===== src/rtl/sep32_frame_pkg.sv =====
// Shared constants and state encodings for the sep32 frame collector.
package sep32_frame_pkg;

    localparam int DW_DEF = 10;                   // default sample width
    localparam int SLOTS  = 32;                   // slots per frame
    localparam int SLOT_W = $clog2(SLOTS);        // slot index width

    localparam logic [SLOT_W-1:0] SLOT_FIRST = '0;
    localparam logic [SLOT_W-1:0] SLOT_LAST  = SLOT_W'(SLOTS - 1);

    // Capture side: hunting for the frame marker, or filling a bank.
    typedef enum logic {
        HUNT = 1'b0,
        FILL = 1'b1
    } cap_state_e;

    // Read side: nothing to send, or streaming a completed bank.
    typedef enum logic {
        IDLE = 1'b0,
        SEND = 1'b1
    } rd_state_e;

endpackage


===== src/rtl/sep32_cnt.sv =====
// Slot counter: tracks the slot index of the most recent cen sample.
// The zero marker forces slot 0; otherwise the index wraps modulo 32.
module sep32_cnt
    import sep32_frame_pkg::*;
(
    input  logic              clk,
    input  logic              rst,
    input  logic              i_cen,
    input  logic              i_zero,
    output logic [SLOT_W-1:0] o_wslot
);

    logic [SLOT_W-1:0] r_wslot;

    // Advance once per cen cycle; the marker resynchronises to slot 0.
    always_ff @(posedge clk) begin
        if (rst)
            r_wslot <= '0;
        else if (i_cen)
            r_wslot <= i_zero ? '0 : r_wslot + 1'b1;
    end

    assign o_wslot = r_wslot;

endmodule


===== src/rtl/sep32_frame.sv =====
// sep32_frame: collects 32-slot frames from a cen-qualified serial stream
// into a double-buffered bank and streams completed frames as 32 beats.
module sep32_frame
    import sep32_frame_pkg::*;
#(
    parameter int DW = DW_DEF
) (
    input  logic              clk,
    input  logic              rst,
    input  logic              cen,
    input  logic              zero,
    input  logic [DW-1:0]     din,
    output logic              locked,
    output logic              sync_err,
    output logic              ovf,
    output logic              out_valid,
    input  logic              out_ready,
    output logic [SLOT_W-1:0] out_slot,
    output logic [DW-1:0]     out_data,
    output logic              out_last
);

    // Two banks of 32 samples; contents are deliberately not reset.
    logic [1:0][SLOTS-1:0][DW-1:0] r_bank;

    cap_state_e        r_cap, w_cap_nxt;
    rd_state_e         r_rd,  w_rd_nxt;
    logic              r_locked, w_locked_nxt;
    logic              r_sync_err, r_ovf;
    logic              r_wbank, r_rbank;
    logic [SLOT_W-1:0] r_slot, w_slot_nxt;

    logic [SLOT_W-1:0] w_wslot;   // slot of the last accepted sample
    logic [SLOT_W-1:0] w_exp;     // slot expected on this cen cycle
    logic              w_we;
    logic [SLOT_W-1:0] w_waddr;
    logic              w_serr;
    logic              w_done;    // slot 31 written this cycle
    logic              w_rd_free; // reader can take a new bank now
    logic              w_load;
    logic              w_drop;

    sep32_cnt u_cnt (
        .clk     (clk),
        .rst     (rst),
        .i_cen   (cen),
        .i_zero  (zero),
        .o_wslot (w_wslot)
    );

    assign w_exp = w_wslot + 1'b1;

    // Capture FSM next-state: marker checks, bank write strobe, completion.
    always_comb begin
        w_cap_nxt    = r_cap;
        w_locked_nxt = r_locked;
        w_we         = 1'b0;
        w_waddr      = w_exp;
        w_serr       = 1'b0;
        w_done       = 1'b0;
        if (cen) begin
            case (r_cap)
                HUNT: begin
                    if (zero) begin
                        w_we         = 1'b1;
                        w_waddr      = SLOT_FIRST;
                        w_cap_nxt    = FILL;
                        w_locked_nxt = 1'b1;
                    end
                end
                FILL: begin
                    if (zero && (w_exp != SLOT_FIRST)) begin
                        // Early marker: restart the frame in the same bank.
                        w_serr  = 1'b1;
                        w_we    = 1'b1;
                        w_waddr = SLOT_FIRST;
                    end else if (!zero && (w_exp == SLOT_FIRST)) begin
                        // Marker missing where it must be: lose lock.
                        w_serr       = 1'b1;
                        w_locked_nxt = 1'b0;
                        w_cap_nxt    = HUNT;
                    end else begin
                        w_we    = 1'b1;
                        w_waddr = w_exp;
                        w_done  = (w_exp == SLOT_LAST);
                    end
                end
                default: w_cap_nxt = HUNT;
            endcase
        end
    end

    // A completed frame is handed over only if the reader is free now.
    assign w_rd_free = (r_rd == IDLE) ||
                       ((r_slot == SLOT_LAST) && out_ready);
    assign w_load    = w_done &&  w_rd_free;
    assign w_drop    = w_done && !w_rd_free;

    // Reader FSM next-state: a fresh bank load wins over beat advance.
    always_comb begin
        w_rd_nxt   = r_rd;
        w_slot_nxt = r_slot;
        if (w_load) begin
            w_rd_nxt   = SEND;
            w_slot_nxt = SLOT_FIRST;
        end else if ((r_rd == SEND) && out_ready) begin
            if (r_slot == SLOT_LAST) begin
                w_rd_nxt   = IDLE;
                w_slot_nxt = SLOT_FIRST;
            end else begin
                w_slot_nxt = r_slot + 1'b1;
            end
        end
    end

    // State, bank pointers and registered status pulses.
    always_ff @(posedge clk) begin
        if (rst) begin
            r_cap      <= HUNT;
            r_rd       <= IDLE;
            r_locked   <= 1'b0;
            r_sync_err <= 1'b0;
            r_ovf      <= 1'b0;
            r_slot     <= '0;
            r_wbank    <= 1'b0;
            r_rbank    <= 1'b1;
        end else begin
            r_cap      <= w_cap_nxt;
            r_rd       <= w_rd_nxt;
            r_locked   <= w_locked_nxt;
            r_sync_err <= w_serr;
            r_ovf      <= w_drop;
            r_slot     <= w_slot_nxt;
            if (w_load) begin
                r_rbank <= r_wbank;
                r_wbank <= ~r_wbank;
            end
        end
    end

    // Sample write into the capture bank; suppressed while in reset.
    always_ff @(posedge clk) begin
        if (!rst && w_we)
            r_bank[r_wbank][w_waddr] <= din;
    end

    assign locked    = r_locked;
    assign sync_err  = r_sync_err;
    assign ovf       = r_ovf;
    assign out_valid = (r_rd == SEND);
    assign out_slot  = r_slot;
    assign out_data  = r_bank[r_rbank][r_slot];
    assign out_last  = (r_rd == SEND) && (r_slot == SLOT_LAST);

endmodule


===== config.mk =====
export PLATFORM = sky130hd
export DESIGN_NAME = sep32_frame
export DESIGN_NICKNAME = d
export VERILOG_FILES = /design/src/rtl/sep32_frame_pkg.sv /design/src/rtl/sep32_cnt.sv /design/src/rtl/sep32_frame.sv
export SDC_FILE = /design/constraint.sdc
export NUM_CORES = 1
export LEC_CHECK = 0
export CAP_MARGIN = 15
export CORE_MARGIN = 8
export CORE_UTILIZATION = 62
export DETAILED_ROUTE_END_ITERATION = 6
export HOLD_SLACK_MARGIN = 0.15
export PLACE_DENSITY = 0.79
export REMOVE_ABC_BUFFERS = 1
export SYNTH_ARGS = -nofsm -noshare
export SYNTH_HDL_FRONTEND = slang
export SYNTH_SLANG_ARGS = --single-unit

===== constraint.sdc =====
create_clock -name clk -period 4.16 [get_ports clk]
set_input_delay 0.416 -clock clk [delete_from_list [all_inputs] [get_ports clk]]
set_output_delay 0.416 -clock clk [all_outputs]
set_load 0.02 [all_outputs]

==> results of run 1 <==
[where the power goes]
part | internal (mW) | switching (mW)
combinational | 0.0336 | 0.137
clock | 2.76 | 2.34
sequential | 7.26 | 0.00488
total | 10.1 | 2.48
[worst paths after layout]
check | to | slack, ps | cells past startpoint
setup / recovery | out_data[0] | 160 | 7
hold / removal | r_bank[518] | 170 | 1
setup reg to reg | r_bank[599] | 470 | 11
hold reg to reg | locked | 460 | 2
[cells by family (layout without fill, tap and decap cells)]
family | count (synthesis) | after routing
other | 0 | 1
and+or+nand+nor | 211 | 211
xor gates and xnor gates | 6 | 6
buffers and inverters | 76 | 272
adders and majority gates | 6 | 6
DFF | 657 | 657
muxes | 195 | 195
AOI/OAI and AO/OA | 98 | 98
[cell type report]
class	instances	area [µm²]	area share
Antenna cell	1	2.50	0.0000855
Clock inverter	34	208	0.00710
Tap cell	539	674	0.0230
Multi-Input combinational cell	516	5850	0.200
Sequential cell	657	19600	0.669
Clock buffer	79	1590	0.0544
Timing Repair Buffer	151	1340	0.0457
Inverter	8	30.0	0.00103
[cells in the mapped netlist, types with 9 or more instances]
library cell | number | area share
a22oi_1 | 22 | 0.0064
a21oi_1 | 17 | 0.0033
nand3_1 | 18 | 0.0035
nor2b_1 | 25 | 0.0060
buf_4 | 12 | 0.0035
nor3_1 | 14 | 0.0027
nand2_1 | 35 | 0.0051
o2bb2ai_1 | 9 | 0.0030
edfxtp_1 | 640 | 0.74
mux4_2 | 160 | 0.14
dfxtp_1 | 17 | 0.013
buf_2 | 17 | 0.0033
nor2_1 | 95 | 0.014
o221ai_1 | 9 | 0.0030
mux2i_1 | 29 | 0.011
clkbuf_1 | 21 | 0.0030
[layer usage]
layer / GRT usage / wire (µm) / vias to the layer above
met3: 0.0478 / 5730 / 120
met4: 0.0685 / 1560 / 0
met2: 0.412 / 29700 / 801
li1: - / - / 5477
met1: 0.346 / 22700 / 7017
met5: 0 / 0 / -
[sequential cells by signal, indices dropped and copies added, names as in the netlist]
register       flops
r_rbank            1
out_slot           5
r_bank           640
r_wbank            1
u_cnt.o_wslot      5
sync_err           1
locked             1
out_valid          1
r_cap              1
ovf                1
[timing repair]
item | 4_1_cts | 5_1_grt
gates resized for setup | 1 | 2
setup endpoints to repair | 6 | 4
hold buffers | 0 | 0
buffers inserted | 1 | 2
[stage by stage]
step / hold WS [ps] / setup slack (ps) / total power, mW / cell area, µm²
after floorplan: 480 / -4430 / 7.44 / 25400
after global placement: 462 / 605 / 7.56 / 27300
after detailed placement: 466 / 609 / 7.57 / 27300
after CTS: 473 / 77.7 / 12.6 / 29100
after global routing: 163 / 54.0 / 12.8 / 29300
final: 174 / 163 / 12.5 / 29300
==> flow_summary.ini, run 1 <==
[yosys]
synth.yosys.seq_area_share = 0.756
synthAdderAreaFrac = 0.00290
synthFlopType = edfxtp_1
synth_seq_cells = 657
syn_area_um2 = 25900
synthMuxAreaShare = 0.154
netlist_instances = 1249
synth_compound_area_frac = 0.0288
ys_types = 56
synth_top_family_by_area = multiplexers
synth_warnings = 0
syn_avg_cell_area_um2 = 20.7
yosys.area_share.simple = 0.0374
async_flop_share = 0
synth_edf_count = 640
synth_xor_area_frac = 0.00203

[timing]
timing.final.crit_share = 0.961
drv_slew = 0
grt_setup_unrepaired = no
worstMarginPinSlew_ps = 1190
finalClockSkew_ps = 17.5
setup_tns_ps = 0
finalHoldViolCount = 0
max_freq_mhz = 250
slew_headroom = 0.209
min_period_ps = 4000
setup_viol = 0

[drt]
antenna_left = 0
drt_wl_total_mm = 59.7
via_count = 13400
drc = 0
wire_per_inst_um = 30.1
firstDrtPassIters = 5
vias_per_cell = 6.76
dr.first_iter.drc_count = 1745

[clocking]
clock_path_buffers = 3
cts_tree = yes
clock_latency_ps = 620
cts_buffers = 60
clkTransAtPathRegs_ps = 60
htree_levels = 2
clock-sinks = 657
cts-root-buf = clkbuf_16

[final_layout]
finalNetCount = 1415
synthToLayoutAreaGrowth_pct = 13.1
stdcell_count = 1985
utilization = 0.704
fillers = 2384
drive_gt1_frac = 0.268
final_common_cell = edfxtp_1
layout_common_cells = 640 x edfxtp_1, 160 x mux4_2, 103 x buf_4

[pwr]
p_leak_nw = 9.30
powerDensity_nw_per_um2 = 428
vdd_ir_drop_max_mv = 0.370

[worst_setup_path]
crit_path_cell_trace = buf_4, mux4_2, nor2b_1, a211oi_1, nor4_1, o2bb2ai_1, clkdlybuf4s50_1
cp_max_fo = 20
cp_slowest_cell = clkdlybuf4s50_1
worstSetupPathType = reg -> out
start_kind = register
cp_num_buf_inv = 2
r2r-start = u_cnt.o_wslot[0]
cp-end-kind = output port
arrival_ps = 3580
cpPeakStageDelay_ps = 670
crit_required_ps = 3740
cp_top_family = buffers and inverters
crit_start = out_slot[0]

[grt]
grt_pass1_vias = 13400
grt_max_degree = 65
grt_pass1_wl_mm = 88.0
antenna_found_initial = 1
gr-usage-all-layers = 0.251
grt_overflow = 0

[status]
status = finished, final reports clean

[floorplanning]
core_area_um2 = 41600
start_util = 0.622
dieArea_um2 = 48500
fp.dieH_um = 220
rows = 75
fp.dieW_um = 220
ioPinCount = 35

[placed_design]
dp_hpwl_mm = 36.1
placedCellCount = 1863
place_congestion = 0.832
io_buffers = 34

[min_path]
hold_class = in -> reg
hold_path.startpoint = din[8]

[flow_run]
cap_violations = 0
(Power assumes the default switching activity.)
==> run 2, diff against run 1 <==
REMOVE_ABC_BUFFERS = default   (was 1)
==> flow_summary.ini, run 2 (synthesized netlist as in run 1, its figures left out) <==
[drt]
vias_per_cell = 6.69
dr.first_iter.drc_count = 1875
drt_wl_total_mm = 60.3
via_count = 13400
firstDrtPassIters = 6
drc = 0
antenna_left = 0
wire_per_inst_um = 30.1

[timing]
finalHoldViolCount = 0
worstMarginPinSlew_ps = 1120
timing.final.crit_share = 0.957
finalClockSkew_ps = 16.9
setup_slack_ps = 181
grt_setup_unrepaired = no
drv_slew = 0
setup_tns_ps = 0
min_period_ps = 3980
max_freq_mhz = 251
slew_headroom = 0.250
setup_viol = 0

[grt]
antenna_found_initial = 2
gr-usage-all-layers = 0.255
grt_overflow = 0
grt_max_degree = 65
grt_pass1_vias = 13400
grt_pass1_wl_mm = 88.3

[floorplanning]
rows = 75
core_area_um2 = 41600
start_util = 0.622
fp.dieH_um = 220
fp.dieW_um = 220
dieArea_um2 = 48500
ioPinCount = 35

[placed_design]
dp_hpwl_mm = 36.4
place_area_um2 = 27400
place_congestion = 0.866
io_buffers = 34
dpl_worst_slack_ps = 622

[worst_setup_path]
cp_slowest_cell = clkdlybuf4s50_1
worstSetupPathType = reg -> out
cpPeakStageDelay_ps = 690
arrival_ps = 3560
cp-end-kind = output port
crit_path_cell_trace = buf_12, buf_4, mux4_2, a211oi_1, nor4_2, o2bb2ai_1, clkdlybuf4s50_1
start_kind = register
cp_max_fo = 42
crit_required_ps = 3740

[final_layout]
final_common_cell = edfxtp_1
largest_register_ffs = 640
utilization = 0.712
layout_common_cells = 640 x edfxtp_1, 160 x mux4_2, 122 x buf_4
finalNetCount = 1436
drive_gt1_frac = 0.281
synthToLayoutAreaGrowth_pct = 14.4
regMostFlops = r_bank
antenna_cells = 0
postLayoutCellArea_um2 = 29600

[status]
status = finished, final reports clean

[clocking]
clkTransAtPathRegs_ps = 60
clock-sinks = 657
cts_tree = yes
clock_latency_ps = 580
cts-root-buf = clkbuf_16
cts_buffers = 66
htree_levels = 3
clock_path_buffers = 3

[flow_run]
cap_violations = 0

[pwr]
p_leak_nw = 9.49
power_mw = 13.1
powerDensity_nw_per_um2 = 443
vdd_ir_drop_max_mv = 0.595

[min_path]
hold_class = in -> reg

[yosys]
synth_nets = 1270
[run 2: changes by cell type in the layout (fill, tap and decap cells not counted), sizes merged]
cell | before | now
buf | 127 | 142
inv | 9 | 10
bufinv | 1 | 4
clkinv | 28 | 24
clkinvlp | 4 | 2
clkbuf | 79 | 85
diode | 1 | 0
[run 2: routing by layer]
layer  vias to the layer above  GRT usage  part of all wire
met5                         -          0                 0
met4                         0     0.0958             0.035
li1                       5512          -                 -
met1                      6937      0.343              0.38
met3                       138     0.0582             0.098
met2                       809      0.408              0.49
[run 2: worst max-delay path, delay by kind of cell, from the launching register on]
family | cells | cell delay, ps
buffers and inverters | 3 | 1330
AOI/OAI and AO/OA | 2 | 380
muxes | 1 | 220
DFF | 1 | 540
and+or+nand+nor | 1 | 470
[run 2: repair_timing]
| action | CTS | global route |
|---|---|---|
| hold buffers | 0 | 0 |
| cloned | 0 | 0 |
| resized for setup | 3 | 3 |
| hold endpoints to repair | 0 | 0 |
| setup endpoints to repair | 3 | 7 |
| setup buffers | 0 | 5 |
[run 2: worst paths after layout]
kind	cells past startpoint	slack, ps	start	endpoint
max	7	180	out_slot[0]	out_data[6]
min	1	240	din[4]	r_bank[244]
max reg2reg	11	630	u_cnt.o_wslot[0]	r_bank[361]
min reg2reg	2	460	locked	locked
[run 2: area by class of cell]
class                   instances  area [µm²]
flip-flops and latches        657       19600
fillers                      2367       12000
multi-input cells             516        5870
clock buffers                  85        1790
repair buffers                166        1410
well taps                     539         674
clock inverters                32         268
inverters                       8        30.0
[run 2: through the flow]
step / cells / hold slack [ps]
6_report: 2003 / 236
2_1_floorplan: 1249 / 486
3_5_place_dp: 1878 / 453
4_1_cts: 1995 / 428
3_3_place_gp: 1878 / 444
5_1_grt: 2003 / 227
[run 2: where the power goes]
| group | total, mW | internal, mW | leakage [nW] | switching, mW |
|---|---|---|---|---|
| clock | 5.69 | 3.29 | 1.01 | 2.40 |
| sequential | 7.27 | 7.26 | 5.89 | 0.00486 |
| combinational | 0.166 | 0.0295 | 2.60 | 0.137 |
